### src/rtl/l2_cache_control.sv
// Control FSM for the 4-way, 8-set write-back L2: hit/miss decision, per-set
// pseudo-LRU state, victim choice, writeback and line-fill sequencing.
module l2_cache_control (
  input  logic       clk,
  input  logic       reset_n,
  input  logic       l2_read,
  input  logic       l2_write,
  input  logic [2:0] set,
  input  logic [3:0] hit,
  input  logic [3:0] valid,
  input  logic [3:0] dirty,
  input  logic       pmem_resp,
  output logic       l2_resp,
  output logic       pmem_read,
  output logic       pmem_write,
  output logic       pmem_addr_sel,
  output logic [1:0] tagmux_sel,
  output logic [3:0] way_load,
  output logic       data_src_sel,
  output logic       dirty_in
);

  typedef enum logic [1:0] {IDLE, CHECK, WRITEBACK, ALLOCATE} state_t;

  state_t     state_q, state_d;
  logic [1:0] victim_q, victim_d;
  logic [2:0] plru_q [8];
  logic       plru_upd;
  logic [1:0] hit_way;
  logic [1:0] miss_way;

  function automatic logic [1:0] first_one(input logic [3:0] v);
    if (v[0])      first_one = 2'd0;
    else if (v[1]) first_one = 2'd1;
    else if (v[2]) first_one = 2'd2;
    else           first_one = 2'd3;
  endfunction

  // Tree PLRU: b0 picks the half, b1/b2 pick the way within each half.
  function automatic logic [1:0] plru_victim(input logic [2:0] b);
    plru_victim = b[0] ? {1'b1, b[2]} : {1'b0, b[1]};
  endfunction

  function automatic logic [2:0] plru_touch(input logic [2:0] b, input logic [1:0] w);
    plru_touch    = b;
    plru_touch[0] = ~w[1];
    if (!w[1]) plru_touch[1] = ~w[0];
    else       plru_touch[2] = ~w[0];
  endfunction

  assign hit_way  = first_one(hit);
  assign miss_way = (&valid) ? plru_victim(plru_q[set]) : first_one(~valid);

  always_comb begin
    state_d       = state_q;
    victim_d      = victim_q;
    plru_upd      = 1'b0;
    l2_resp       = 1'b0;
    pmem_read     = 1'b0;
    pmem_write    = 1'b0;
    pmem_addr_sel = 1'b0;
    tagmux_sel    = 2'b00;
    way_load      = 4'b0000;
    data_src_sel  = 1'b0;
    dirty_in      = 1'b0;
    if (reset_n) begin
      unique case (state_q)
        IDLE: begin
          if (l2_read || l2_write) state_d = CHECK;
        end
        CHECK: begin
          if (!(l2_read || l2_write)) begin
            state_d = IDLE;
          end else if (|hit) begin
            l2_resp  = 1'b1;
            plru_upd = 1'b1;
            if (l2_write) begin
              way_load = 4'b0001 << hit_way;
              dirty_in = 1'b1;
            end
            state_d = IDLE;
          end else begin
            victim_d = miss_way;
            state_d  = (valid[miss_way] && dirty[miss_way]) ? WRITEBACK : ALLOCATE;
          end
        end
        WRITEBACK: begin
          pmem_write    = 1'b1;
          pmem_addr_sel = 1'b1;
          tagmux_sel    = victim_q;
          if (pmem_resp) state_d = ALLOCATE;
        end
        ALLOCATE: begin
          pmem_read = 1'b1;
          if (pmem_resp) begin
            way_load     = 4'b0001 << victim_q;
            data_src_sel = 1'b1;
            state_d      = CHECK;
          end
        end
        default: state_d = IDLE;
      endcase
    end
  end

  always_ff @(posedge clk or negedge reset_n) begin
    if (!reset_n) begin
      state_q  <= IDLE;
      victim_q <= 2'b00;
    end else begin
      state_q  <= state_d;
      victim_q <= victim_d;
    end
  end

  // Only the set being accessed has its PLRU bits rewritten.
  always_ff @(posedge clk or negedge reset_n) begin
    if (!reset_n) begin
      for (int i = 0; i < 8; i++) plru_q[i] <= 3'b000;
    end else if (plru_upd) begin
      plru_q[set] <= plru_touch(plru_q[set], hit_way);
    end
  end

endmodule

### config.mk
export PLATFORM = sky130hd
export DESIGN_NAME = l2_cache_control
export DESIGN_NICKNAME = d
export VERILOG_FILES = /design/src/rtl/l2_cache_control.sv
export SDC_FILE = /design/constraint.sdc
export NUM_CORES = 1
export LEC_CHECK = 0
export BUFFER_PORTS_ARGS = -buffer_cell sky130_fd_sc_hd__buf_2
export CAP_MARGIN = 0
export CELL_PAD_IN_SITES_DETAIL_PLACEMENT = 1
export CELL_PAD_IN_SITES_GLOBAL_PLACEMENT = 1
export CORE_MARGIN = 2
export CORE_UTILIZATION = 35
export CTS_CLUSTER_SIZE = 8
export DETAILED_ROUTE_END_ITERATION = 10
export PLACE_DENSITY_LB_ADDON = 0.1
export REMOVE_ABC_BUFFERS = 1
export SLEW_MARGIN = 20
export SYNTH_ARGS = -nofsm -noshare
export SYNTH_HDL_FRONTEND = slang
export SYNTH_SLANG_ARGS = --single-unit
### constraint.sdc
create_clock -name clk -period 3 [get_ports clk]
set_input_delay 0.15 -clock clk [delete_from_list [all_inputs] [get_ports clk]]
set_output_delay 0.15 -clock clk [all_outputs]
set_load 0.005 [all_outputs]
# After elaboration in Yosys (flattened, before gate mapping)

Index checks and enable logic that the tools add are counted.

RAM bits: 0
Memories: 0
Word-level logic and storage cells: 87
Flip-flop bits (word level): 28
Bits in read-only memories: 0
Bits in latches: 0
Bits of input ports: 20

Reductions and logical operators: 8
Equal/unequal tests: 6
Multipliers: 0
Shift-type cells: 2
Multiplexer cells: 53
Divide/modulo/power cells: 0
Add/subtract/negate cells: 0
Order comparisons: 3
Bitwise logic cells: 5

Operators by type and width:

| operator                                                   | number |
|---|---|
| two-way mux 2 bit                                          | 13 |
| two-way mux 1 bit                                          | 25 |
| bitwise mux 24 bit                                         | 1 |
| two-way mux 4 bit                                          | 5 |
| AND reduction 4 bit                                        | 3 |
| binary-select mux 3 bit (select 3 bit)                     | 1 |
| demux 3 bit (select 3 bit)                                 | 1 |
| two-way mux 3 bit                                          | 3 |
| one-hot mux 2 bit (4 select lines)                         | 1 |
| one-hot mux 4 bit (2 select lines)                         | 1 |
| left shift 1 x 2 -> 4 bit, first input constant            | 2 |
| inequality test 2 bit, second input constant               | 3 |
| binary-select mux 1 bit (select 2 bit)                     | 2 |
| equality test 2 bit, second input constant                 | 2 |
| greater-or-equal comparator 4 bit, second input constant   | 1 |
| less-than comparator 4 x 1 -> 1 bit, second input constant | 1 |
| inverter 3 -> 4 bit                                        | 1 |
| OR reduction 4 bit                                         | 1 |
| less-than comparator 2 x 3 -> 1 bit, second input constant | 1 |
| inverter 1 bit                                             | 3 |
| inverter 3 bit                                             | 1 |
| equality test 2 x 1 -> 1 bit, second input constant        | 1 |
| logical AND 1 bit                                          | 2 |
| zero test 2 bit                                            | 1 |
| logical OR 1 bit                                           | 1 |

# Depth between registers and ports, before layout

Gate-level depths: netlist (run 1).

Depth after elaboration: 13
Mapped depth: 8
Depth with buffers taken out: 7

# Worst setup path before layout (run 1)

No wires, ideal clock.

Path type: register -> register
Start point: register state_q[1]
End point: register plru_q[21] (netlist bit)
Clock period less this slack: 1949 ps
Library setup time: 125 ps
Data arrival time: 1824 ps
Cell stages (with the launch flop): 7
Path buffers: 0
Setup slack: 1051 ps
Path through: dfrtp_1 > inv_1 > ha_1 > o21ai_0 > or3_1 > nor3_1 > mux2_2

Cells in the longest elaborated chain, start to end: 3

RTL lines:

| what                            | line | source |
|---|---|---|
| from (decl)                     | 25   | `state_t state_q, state_d;` |
| from (signal assigned)          | 111  | `state_q <= state_d;` |
| equality test 2 x 1 -> 1 bit    | 67   | `unique case (state_q)` |
| two-way mux 1 bit               | 67   |  |
| two-way mux 1 bit               | 66   | `if (reset_n) begin` |
| to (signal, indexed assignment) | 121  | `plru_q[set] <= plru_touch(plru_q[set], hit_way);` |
| to (decl)                       | 27   | `logic [2:0] plru_q [8];` |

No other way between the ends.
A chain may end at the register's enable or synchronous reset.

# Final worst setup path (run 1)

Start point: register state_q[1]
End point: register plru_q[22] (netlist bit)

The elaborated chain is that of the path after synthesis.

==> results of run 1 <==
-- state kept, by name, indices dropped and copies added (netlist names) --
register / count
plru_q: 24
state_q: 2
victim_q: 2
-- layer usage --
metal,up-vias,GRT usage
met5,-,0
met4,0,0.04563
met3,4,0.02846
met2,21,0.2802
met1,666,0.2026
li1,631,-
-- layout by cell type, fill, tap and decap left out, types with 2 or more instances in the layout --
cell type  instances
a21o_1             2
a21oi_1            4
and2_1             3
and3_1             5
buf_2             31
clkbuf_8           4
dfrtp_1           28
ha_1               4
inv_1              5
mux2_2            25
mux2i_1            2
mux4_2             6
nand2_1           12
nand3_1            2
nand3b_1           2
nand4_1            3
nand4b_1           2
nor2_1            14
nor3_1             2
nor3b_1            3
nor3b_2            2
o211ai_1           4
o21ai_0            7
-- area by class of cell --
type                            instances  area share
Multi-Input combinational cell        115      0.4844
Sequential cell                        28      0.3504
Timing Repair Buffer                   33     0.08636
Tap cell                               67     0.04193
Clock buffer                            4     0.02753
Inverter                                5    0.009387
-- stage by stage --
stage	utilization	power, mW
floorplan	-	0.9775
global placement	0.4068	1.118
detailed placement	0.4068	1.142
CTS	0.4205	1.372
global route	0.4205	1.450
finish	0.4205	1.351
-- repair_timing --
action / in CTS / in global routing
hold buffers: 1 / 0
hold endpoints to repair: 28 / 0
setup buffers: 0 / 0
-- critical path, cell delays in order (launching register included) --
cell and delay [ns]:
dfrtp_1 0.42, inv_1 0.09, ha_1 0.23, o21ai_0 0.17
or3_1 0.42, nor3_1 0.36, mux2_2 0.39
-- power by group --
| group | switching (mW) | internal [mW] | leakage (nW) |
|---|---|---|---|
| sequential | 0.0919 | 0.539 | 0.345 |
| combinational | 0.217 | 0.273 | 0.519 |
| clock | 0.112 | 0.117 | 0.0288 |
| total | 0.422 | 0.929 | 0.893 |
-- worst min-delay path by stage --
stage | startpoint | to | slack [ns] | cells past startpoint
3_3_place_gp | reset_n | state_q[1]$_DFFE_PN0P_ | 0.24 | 2
5_1_grt | valid[2] | victim_q[1]$_DFFE_PN0P_ | 0.29 | 3
3_5_place_dp | reset_n | victim_q[1]$_DFFE_PN0P_ | 0.25 | 2
6_report | valid[2] | victim_q[1]$_DFFE_PN0P_ | 0.29 | 3
4_1_cts | valid[2] | victim_q[1]$_DFFE_PN0P_ | 0.29 | 3
2_1_floorplan | reset_n | plru_q[0]$_DFFE_PN0P_ | -0.15 | 0
-- kinds of logic (layout without fill, tap and decap cells) --
logic type	Yosys count	count (layout)	synth area share
compound gates	23	23	0.09170
fa+ha+maj	4	4	0.02888
buf+inv	12	42	0.03682
flops	28	28	0.4043
mux	35	35	0.2736
simple gates	53	53	0.1646
==> key figures, run 1 <==
Detailed routing
  • Top Metal Used: met4
  • Average wire per standard cell: roughly 16 µm
  • Via/cell ratio: 5.246
  • DR pass1 iterations: 4
  • Total routed wirelength: between 4 and 5 mm
  • Vias: roughly 1,300
  • Drt drc: 0
  • Antenna viol nets, final: 0
  • Wl on met1: 1.746 mm
  • Met3 Wirelength: 121 µm
  • Iter 0 DRT Violations: 38
  • Routed wl met2: 2.102 mm

Timing
  • Worst Tran Pin Value: 0.7073 ns
  • Max Slew Vio Count: 0
  • Setup TNS: 0 ns
  • Final hold violation count: 0
  • Max-slew headroom: 0.5285
  • Period utilization: 0.7301
  • F_max: 456.5 MHz
  • Final Setup Violations: 0
  • Max Clock Skew: 0.002500 ns
  • Setup ws final: 0.8096 ns
  • Min Tclk post-route: 2.190 ns
  • RSZ-0062 raised after global routing: false
  • Worst hold margin: between 0.2 and 0.3 ns

Die
  • Starting Density: 0.3645
  • CORE AREA: between 4000 and 5000 µm²
  • FP Rows: 25
  • Die height: about 74 µm
  • DIE WIDTH: 74.37 µm
  • DIE AREA: 5530 µm²
  • I/O pins: 32

CTS
  • Latest clock arrival within the worst-skew pair: 0.27 ns
  • CTS tree: done
  • Clk slew on worst S/H paths: 0.09 ns
  • Post-CTS Resized: 0
  • Clock root buffer: clkbuf_8
  • Clock sinks: 28
  • TritonCTS Buffers: 3
  • Clk buf depth: 2
  • H-tree level count: 1

Synth
  • Ys async rst share: 1.000
  • Mapped Cells: 155
  • Synth top area share: 0.4043
  • Synth area leader: dfrtp_1
  • Ranking of synthesized cells by area: dfrtp_1 40%, mux2_2 16%, mux4_2 7.8%, nor2_1 3.0%, ha_1 2.9%
  • Post-synth top cells: 28 x dfrtp_1, 25 x mux2_2, 14 x nor2_1
  • Ys Warns: 0
  • Post-synth top flop: dfrtp_1
  • Post-synth EDFFs: 0
  • Yosys reg bits: 28
  • Synth unique cells: 36
  • Syn avg cell area: 11.18 µm²
  • Synth Cell Area: 1733 µm²
  • Most frequent cell after synthesis: dfrtp_1
  • Post-synthesis sequential area ratio: 0.4043

Setup path
  • CP Class: reg2reg
  • Crit path capture: plru_q[22]$_DFFE_PN0P_
  • CP Max Fanout: 5
  • Worst R2R End: plru_q[22]$_DFFE_PN0P_
  • Worst EP arrival: 2.35 ns
  • WP data required: between 3 and 4 ns
  • Flop-to-flop setup slack: between 0.8 and 0.9 ns
  • Crit end category: register
  • Worst setup SP type: register
  • Crit path from: state_q[1]$_DFFE_PN0P_
  • R2r worst-path depth: 6
  • R2R Path Start: state_q[1]$_DFFE_PN0P_

Placed design
  • Placed Instances: roughly 250
  • Port-buffer cells: 31
  • Final HPWL DP: 3.177 mm
  • RD Place Congestion: 0.7831
  • Placed cell areas: 1934 µm²
  • Dpl ws: 0.8062 ns

Run status
  • Status: completed

GRT
  • Vias in the first global route: around 1,300
  • Initial antenna violation count: 0
  • Grt ovf: 0
  • GR Util All Layers: 0.1600
  • Pin count of the biggest net entering global routing: 37
  • Global-route wire length before repair: roughly 6.7 mm

Pwr
  • Pleak: 0.8933 nW
  • Power per cell area: 675.5 nW/µm²
  • Max VDD drop: approximately 0.46 mV

Cells and area
  • Multi-input gate area: 968.4 µm²
  • Fillcell total: 549
  • Nets: 210
  • Design Area, Final: 1999 µm²
  • Finished Layout Cells: 252
  • Share of layout cells above drive strength 1: 0.3946
  • FF/Latch Area: 700.7 µm²
  • N_diodes: 0
  • Area growth syn-to-layout: 15.38%

Run
  • MaxCap Viol Count: 0

Hold path
  • Hold WC Path Type: in2reg
(Power assumes the default switching activity.)
==> run 2, diff against run 1 <==
--- a/config.mk
+++ b/config.mk
@@ -5,6 +5,7 @@
 export SDC_FILE = /design/constraint.sdc
 export NUM_CORES = 1
 export LEC_CHECK = 0
+export ABC_AREA = 1
 export BUFFER_PORTS_ARGS = -buffer_cell sky130_fd_sc_hd__buf_2
 export CAP_MARGIN = 0
 export CELL_PAD_IN_SITES_DETAIL_PLACEMENT = 1
==> constraint.sdc (replaced) <==
create_clock -name clk -period 2.26 [get_ports clk]
set_input_delay 0.113 -clock clk [delete_from_list [all_inputs] [get_ports clk]]
set_output_delay 0.113 -clock clk [all_outputs]
set_load 0.005 [all_outputs]
==> run 2 against run 1 <==
Register-to-register slack lost 0.27 ns. Critical path depth rose by 4. Worst setup slack worse by 0.27 ns. Critical endpoint is now plru_q[17]$_DFFE_PN0P_. Largest power group unchanged. Highest routed layer unchanged.
==> key figures, run 2 <==
Run status
  • Status: completed

Setup path
  • Flop-to-flop setup slack: 0.54 ns
  • Worst setup SP type: register
  • Worst EP arrival: roughly 1.9 ns
  • Crit-path slowest cell: dfrtp_1
  • Worst path most repeated cell: nor2_1
  • Crit end category: register
  • CP Max Fanout: 6
  • WP data required: 2.46 ns
  • CP Cell Sequence: inv_1, ha_1, o21ai_0, nor2_1, nand2_2, nor2_2, inv_4, nor2_4, nor2_1, a21oi_1
  • CP peak stage delay: a little over 0.4 ns
  • CP Class: reg2reg

CTS
  • H-tree level count: 1
  • Post-CTS Resized: 0
  • Clock sinks: 28
  • Clock root buffer: clkbuf_8
  • CTS tree: done
  • Clk slew on worst S/H paths: 0.10 ns
  • TritonCTS Buffers: 3
  • Latest clock arrival within the worst-skew pair: ~0.28 ns
  • Clk buf depth: 2

Run
  • MaxCap Viol Count: 0

Detailed routing
  • Average wire per standard cell: 12.67 µm
  • Via/cell ratio: about 4.6
  • Iter 0 DRT Violations: 50
  • DR pass1 iterations: 4
  • Total routed wirelength: 4.751 mm
  • Drt drc: 0
  • Vias: 1,737
  • Antenna viol nets, final: 0

Synth
  • Ys async rst share: 1.000
  • Synth top area share: 0.3736
  • Most frequent cell after synthesis: nand2_1
  • Post-synth EDFFs: 0
  • Ranking of synthesized cells by area: dfrtp_1 37%, nand2_1 15%, inv_1 9.8%, nor2_1 5.4%, nor2_4 5.4%
  • Post-synth top cells: 73 x nand2_1, 49 x inv_1, 28 x dfrtp_1
  • Post-synthesis sequential area ratio: 0.3736
  • Synth Cell Area: between 1500 and 2000 µm²
  • Synth unique cells: 23
  • Xor/xnor share of the synthesized area: 0
  • Synth Area in Simple Gates: 0.3669
  • Syn avg cell area: 6.921 µm²
  • Synth area leader: dfrtp_1
  • Multiplexer share of the synthesized area: 0
  • Synth Area in Adders: 0.02668
  • Yosys reg bits: 28
  • Ys Warns: 0
  • Largest family of logic cells by synthesized area: simple AND/OR/NAND/NOR gates
  • Mapped Cells: between 200 and 300
  • Post-synth top flop: dfrtp_1
  • Post-synthesis compound-gate area fraction: 0.1027

Timing
  • Final Setup Violations: 0
  • Min Tclk post-route: 1.724 ns
  • Period utilization: 0.7630
  • Final hold violation count: 0
  • Setup TNS: 0 ns
  • Max Slew Vio Count: 0
  • Max Clock Skew: ~0.013 ns
  • F_max: 579.9 MHz
  • Max-slew headroom: 0.7194
  • Worst Tran Pin Value: 0.4209 ns
  • RSZ-0062 raised after global routing: false

Cells and area
  • Finished Layout Cells: 375
  • Nets: 331
  • Commonest non-fill, non-tap cell in the layout: nand2_1
  • Most frequent cells in the layout: 73 x nand2_1, 49 x inv_1, 31 x buf_2
  • Share of layout cells above drive strength 1: 0.2230
  • N_diodes: 0
  • Fillcell total: 719
  • Area growth syn-to-layout: 14.88%
  • Largest regs: plru_q x24, state_q x2, victim_q x2
  • Number of flip-flops in the largest register: 24
  • Most flops, register: plru_q
  • Design Area, Final: 2155 µm²

GRT
  • GR Util All Layers: 0.1776
  • Vias in the first global route: 1,749
  • Initial antenna violation count: 0
  • Global-route wire length before repair: 8.404 mm
  • Grt ovf: 0
  • Pin count of the biggest net entering global routing: 17

Placed design
  • RD Place Congestion: 0.7343
  • Final HPWL DP: slightly below 4 mm
  • Placed cell areas: 2103 µm²
  • Placed Instances: 371
  • Port-buffer cells: 31

Pwr
  • Pleak: 1.142 nW
  • Max VDD drop: 0.4689 mV
  • Power per cell area: 855.0 nW/µm²

Die
  • DIE WIDTH: just under 80 µm
  • Starting Density: 0.3649
  • I/O pins: 32
  • Die height: 77.21 µm
  • DIE AREA: 5961 µm²
  • CORE AREA: about 5000 µm²
  • FP Rows: 26

Hold path
  • Hold WC Path Type: in2reg
==> run 2: layout make-up <==
class / instances / area, µm² / area share
repair buffers: 34 / 180.2 / 0.08362
inverters: 55 / 214.0 / 0.09930
well taps: 70 / 87.58 / 0.04065
clock buffers: 3 / 41.29 / 0.01916
flip-flops and latches: 28 / 700.7 / 0.3252
multi-input cells: 185 / 930.9 / 0.4321
==> run 2: logic make-up (layout without fill, tap and decap cells) <==
family	after synthesis	in the layout
buf+inv	58	92
fa+ha+maj	4	4
flops	28	28
simple gates	145	145
compound gates	36	36
==> run 2: worst paths after layout <==
kind	startpoint	end	cells after the start
max	state_q[1]$_DFFE_PN0P_	plru_q[17]$_DFFE_PN0P_	10
min	valid[0]	victim_q[0]$_DFFE_PN0P_	5
max reg2reg	state_q[1]$_DFFE_PN0P_	plru_q[17]$_DFFE_PN0P_	10
min reg2reg	plru_q[20]$_DFFE_PN0P_	plru_q[20]$_DFFE_PN0P_	2
max in group asynchronous	reset_n	plru_q[20]$_DFFE_PN0P_	3
min in group asynchronous	reset_n	plru_q[5]$_DFFE_PN0P_	3
==> run 2: per-stage QoR <==
step	setup slack, ns	hold WS, ns	util	total power [mW]
floorplan	0.7988	-0.1826	-	1.354
global placement	0.5989	0.1256	0.4092	1.566
detailed placement	0.5701	0.1303	0.4092	1.586
CTS	0.5373	0.2254	0.4192	1.874
global route	0.3532	0.2796	0.4192	2.032
finish	0.5356	0.2281	0.4192	1.842
==> run 2: per-layer routing <==
layer	vias to the layer above	track usage	wire, µm
met5	-	0	0
met4	0	0.05357	62
met3	4	0.03294	137
met2	21	0.2809	2133
met1	821	0.2463	2417
li1	891	-	-
==> run 2: critical path: cells and delay by family (launching register included) <==
kind | cells | cell delay [ns]
simple gates | 5 | 0.60
flops | 1 | 0.41
compound gates | 2 | 0.26
buf+inv | 2 | 0.19
fa+ha+maj | 1 | 0.16
==> run 2: timing repair <==
item                                   CTS  global route
hold buffers                             1             0
setup buffers                            0             0
endpoints found under the hold margin   28             0
==> run 2: report_power, final <==
part / switching (mW) / internal (mW) / total (mW)
registers: 0.0949 / 0.743 / 0.838
clock network: 0.160 / 0.120 / 0.281
logic: 0.475 / 0.249 / 0.724
==> run 3, diff against run 2 <==
==> constraint.sdc (replaced) <==
create_clock -name clk -period 1.4 [get_ports clk]
set_input_delay 0.07 -clock clk [delete_from_list [all_inputs] [get_ports clk]]
set_output_delay 0.07 -clock clk [all_outputs]
set_load 0.005 [all_outputs]
==> run 3 against run 2 <==
The run now ends with negative setup slack left. Clock power increased by 58%. Largest cell class unchanged. Wire length increased by 7.4%. Utilization rose by 6.3 points. Global-route usage up 1.0 points. Register-to-register slack worse by 0.65 ns. Combinational power rose by 110%.
==> key figures, run 3 (synthesized netlist as in run 2, its figures left out) <==
Cells and area
  • Commonest non-fill, non-tap cell in the layout: nand2_1
  • Share of layout cells above drive strength 1: 0.3650
  • Nets: 352
  • Final core utilization: 0.4822
  • Largest regs: plru_q x24, state_q x2, victim_q x2
  • Number of flip-flops in the largest register: 24
  • Most frequent cells in the layout: 67 x nand2_1, 43 x inv_1, 31 x buf_2
  • N_diodes: 0
  • Area growth syn-to-layout: 32.15%
  • Finished Layout Cells: around 400
  • Fillcell total: 694
  • Most flops, register: plru_q

CTS
  • TritonCTS Buffers: 3
  • Clk buf depth: 2
  • H-tree level count: 1
  • Clk slew on worst S/H paths: 0.10 ns
  • Clock sinks: 28
  • Clock root buffer: clkbuf_8
  • Latest clock arrival within the worst-skew pair: approximately 0.27 ns
  • CTS tree: done

Setup path
  • CP delay by family, top: flip-flops
  • R2R Path Start: state_q[0]$_DFFE_PN0P_
  • R2r worst-path depth: 10
  • CP Class: reg2out
  • Crit path buffers/inverters: 2
  • Crit-path slowest cell: dfrtp_1
  • Crit path from: state_q[1]$_DFFE_PN0P_
  • Crit end category: output pin
  • WP data required: 1.33 ns
  • Worst setup SP type: register
  • CP peak stage delay: 0.40 ns
  • Stages on worst setup path: 7
  • CP Max Fanout: 3
  • Worst EP arrival: 1.46 ns
  • CP Cell Sequence: buf_4, ha_4, nand2_2, nor2_2, a32oi_1, nor2_1, buf_2

GRT
  • Pin count of the biggest net entering global routing: 23
  • Global-route wire length before repair: 8.873 mm
  • Grt ovf: 0
  • Initial antenna violation count: 0
  • GR Util All Layers: 0.1878
  • Vias in the first global route: 1,889

Hold path
  • Hold WC Path Type: in2reg
  • Hold_sp: valid[0]
  • Hold depth: 5

Timing
  • Final hold violation count: 0
  • Max-slew headroom: 0.7837
  • Min Tclk post-route: between 1.5 and 2 ns
  • Max Slew Vio Count: 0
  • Max Clock Skew: 0.004887 ns
  • RSZ-0062 raised after global routing: true
  • Setup ws final: -0.1260 ns
  • Period utilization: 1.090
  • Worst Tran Pin Value: 0.3241 ns
  • Final Setup Violations: 35
  • Worst hold margin: 0.2081 ns
  • Setup TNS: -1.961 ns
  • F_max: 655.3 MHz

Die
  • FP Rows: 26
  • I/O pins: 32
  • Starting Density: 0.3649
  • DIE AREA: 5961 µm²
  • Die height: 77.21 µm
  • CORE AREA: between 5000 and 6000 µm²
  • DIE WIDTH: 77.21 µm

Detailed routing
  • Iter 0 DRT Violations: between 40 and 50
  • Drt drc: 0
  • DR pass1 iterations: 4
  • Total routed wirelength: 5.103 mm
  • Vias: 1,795
  • Average wire per standard cell: 12.89 µm
  • Via/cell ratio: 4.533
  • Antenna viol nets, final: 0

Run status
  • Status: complete, but fails checks
  • Failing checks: negative setup slack

Placed design
  • Placed Instances: slightly below 400
  • RD Place Congestion: 0.7803
  • Port-buffer cells: 31
  • Final HPWL DP: 3.983 mm

Pwr
  • Pleak: approximately 1.3 nW
  • Max VDD drop: 0.7136 mV
  • Total power: 3.339 mW
  • Power per cell area: 1347 nW/µm²

Run
  • MaxCap Viol Count: 0
run 3: worst paths after layout:
check,to,slack (ns)
hold / removal,victim_q[0]$_DFFE_PN0P_,0.21
max in group asynchronous,plru_q[21]$_DFFE_PN0P_,0.56
hold reg to reg,plru_q[22]$_DFFE_PN0P_,0.53
setup reg to reg,plru_q[11]$_DFFE_PN0P_,-0.11
setup / recovery,way_load[1],-0.13
min in group asynchronous,victim_q[0]$_DFFE_PN0P_,0.32
run 3: cell type report:
type                       instances  area [µm²]  area share
clock buffer                       3       41.29     0.01666
sequential                        28       700.7      0.2827
inverter                          55       219.0     0.08834
timing repair buffer              55       361.6      0.1459
tap                               70       87.58     0.03534
multi-input combinational        185        1069      0.4311
run 3: worst min-delay path, cell delays in order:
cell	delay, ns
buf_2	0.10
nand2_1	0.09
nand2_4	0.09
nand2_1	0.04
o21ai_0	0.06
run 3: metal layers:
| layer | share of wire | vias to the layer above | wire length [µm] | GRT usage |
|---|---|---|---|---|
| met3 | 0.023 | 4 | 119 | 0.03176 |
| met4 | 0.0098 | 0 | 50 | 0.04286 |
| met5 | 0 | - | 0 | 0 |
| met2 | 0.47 | 25 | 2402 | 0.3113 |
| met1 | 0.50 | 831 | 2530 | 0.2559 |
| li1 | - | 935 | - | - |
run 3: report_power, final:
part	internal [mW]	switching, mW	leakage [nW]
sequential	1.20	0.157	0.323
clock	0.193	0.250	0.0216
combinational	0.626	0.913	0.918
total	2.02	1.32	1.26
run 3: metrics by stage:
step	worst slack, ns	area [µm²]
after floorplan	-0.06121	1846
after global placement	-0.08317	2251
after detailed placement	-0.1405	2251
after CTS	-0.1409	2432
after global routing	-0.2322	2479
final	-0.1260	2479
run 3: repair_timing:
action	4_1_cts	5_1_grt
hold endpoints to repair	6	0
resized for setup	37	17
setup endpoints to repair	37	39
hold buffers	1	0
setup buffers	3	0
pin swaps	14	13
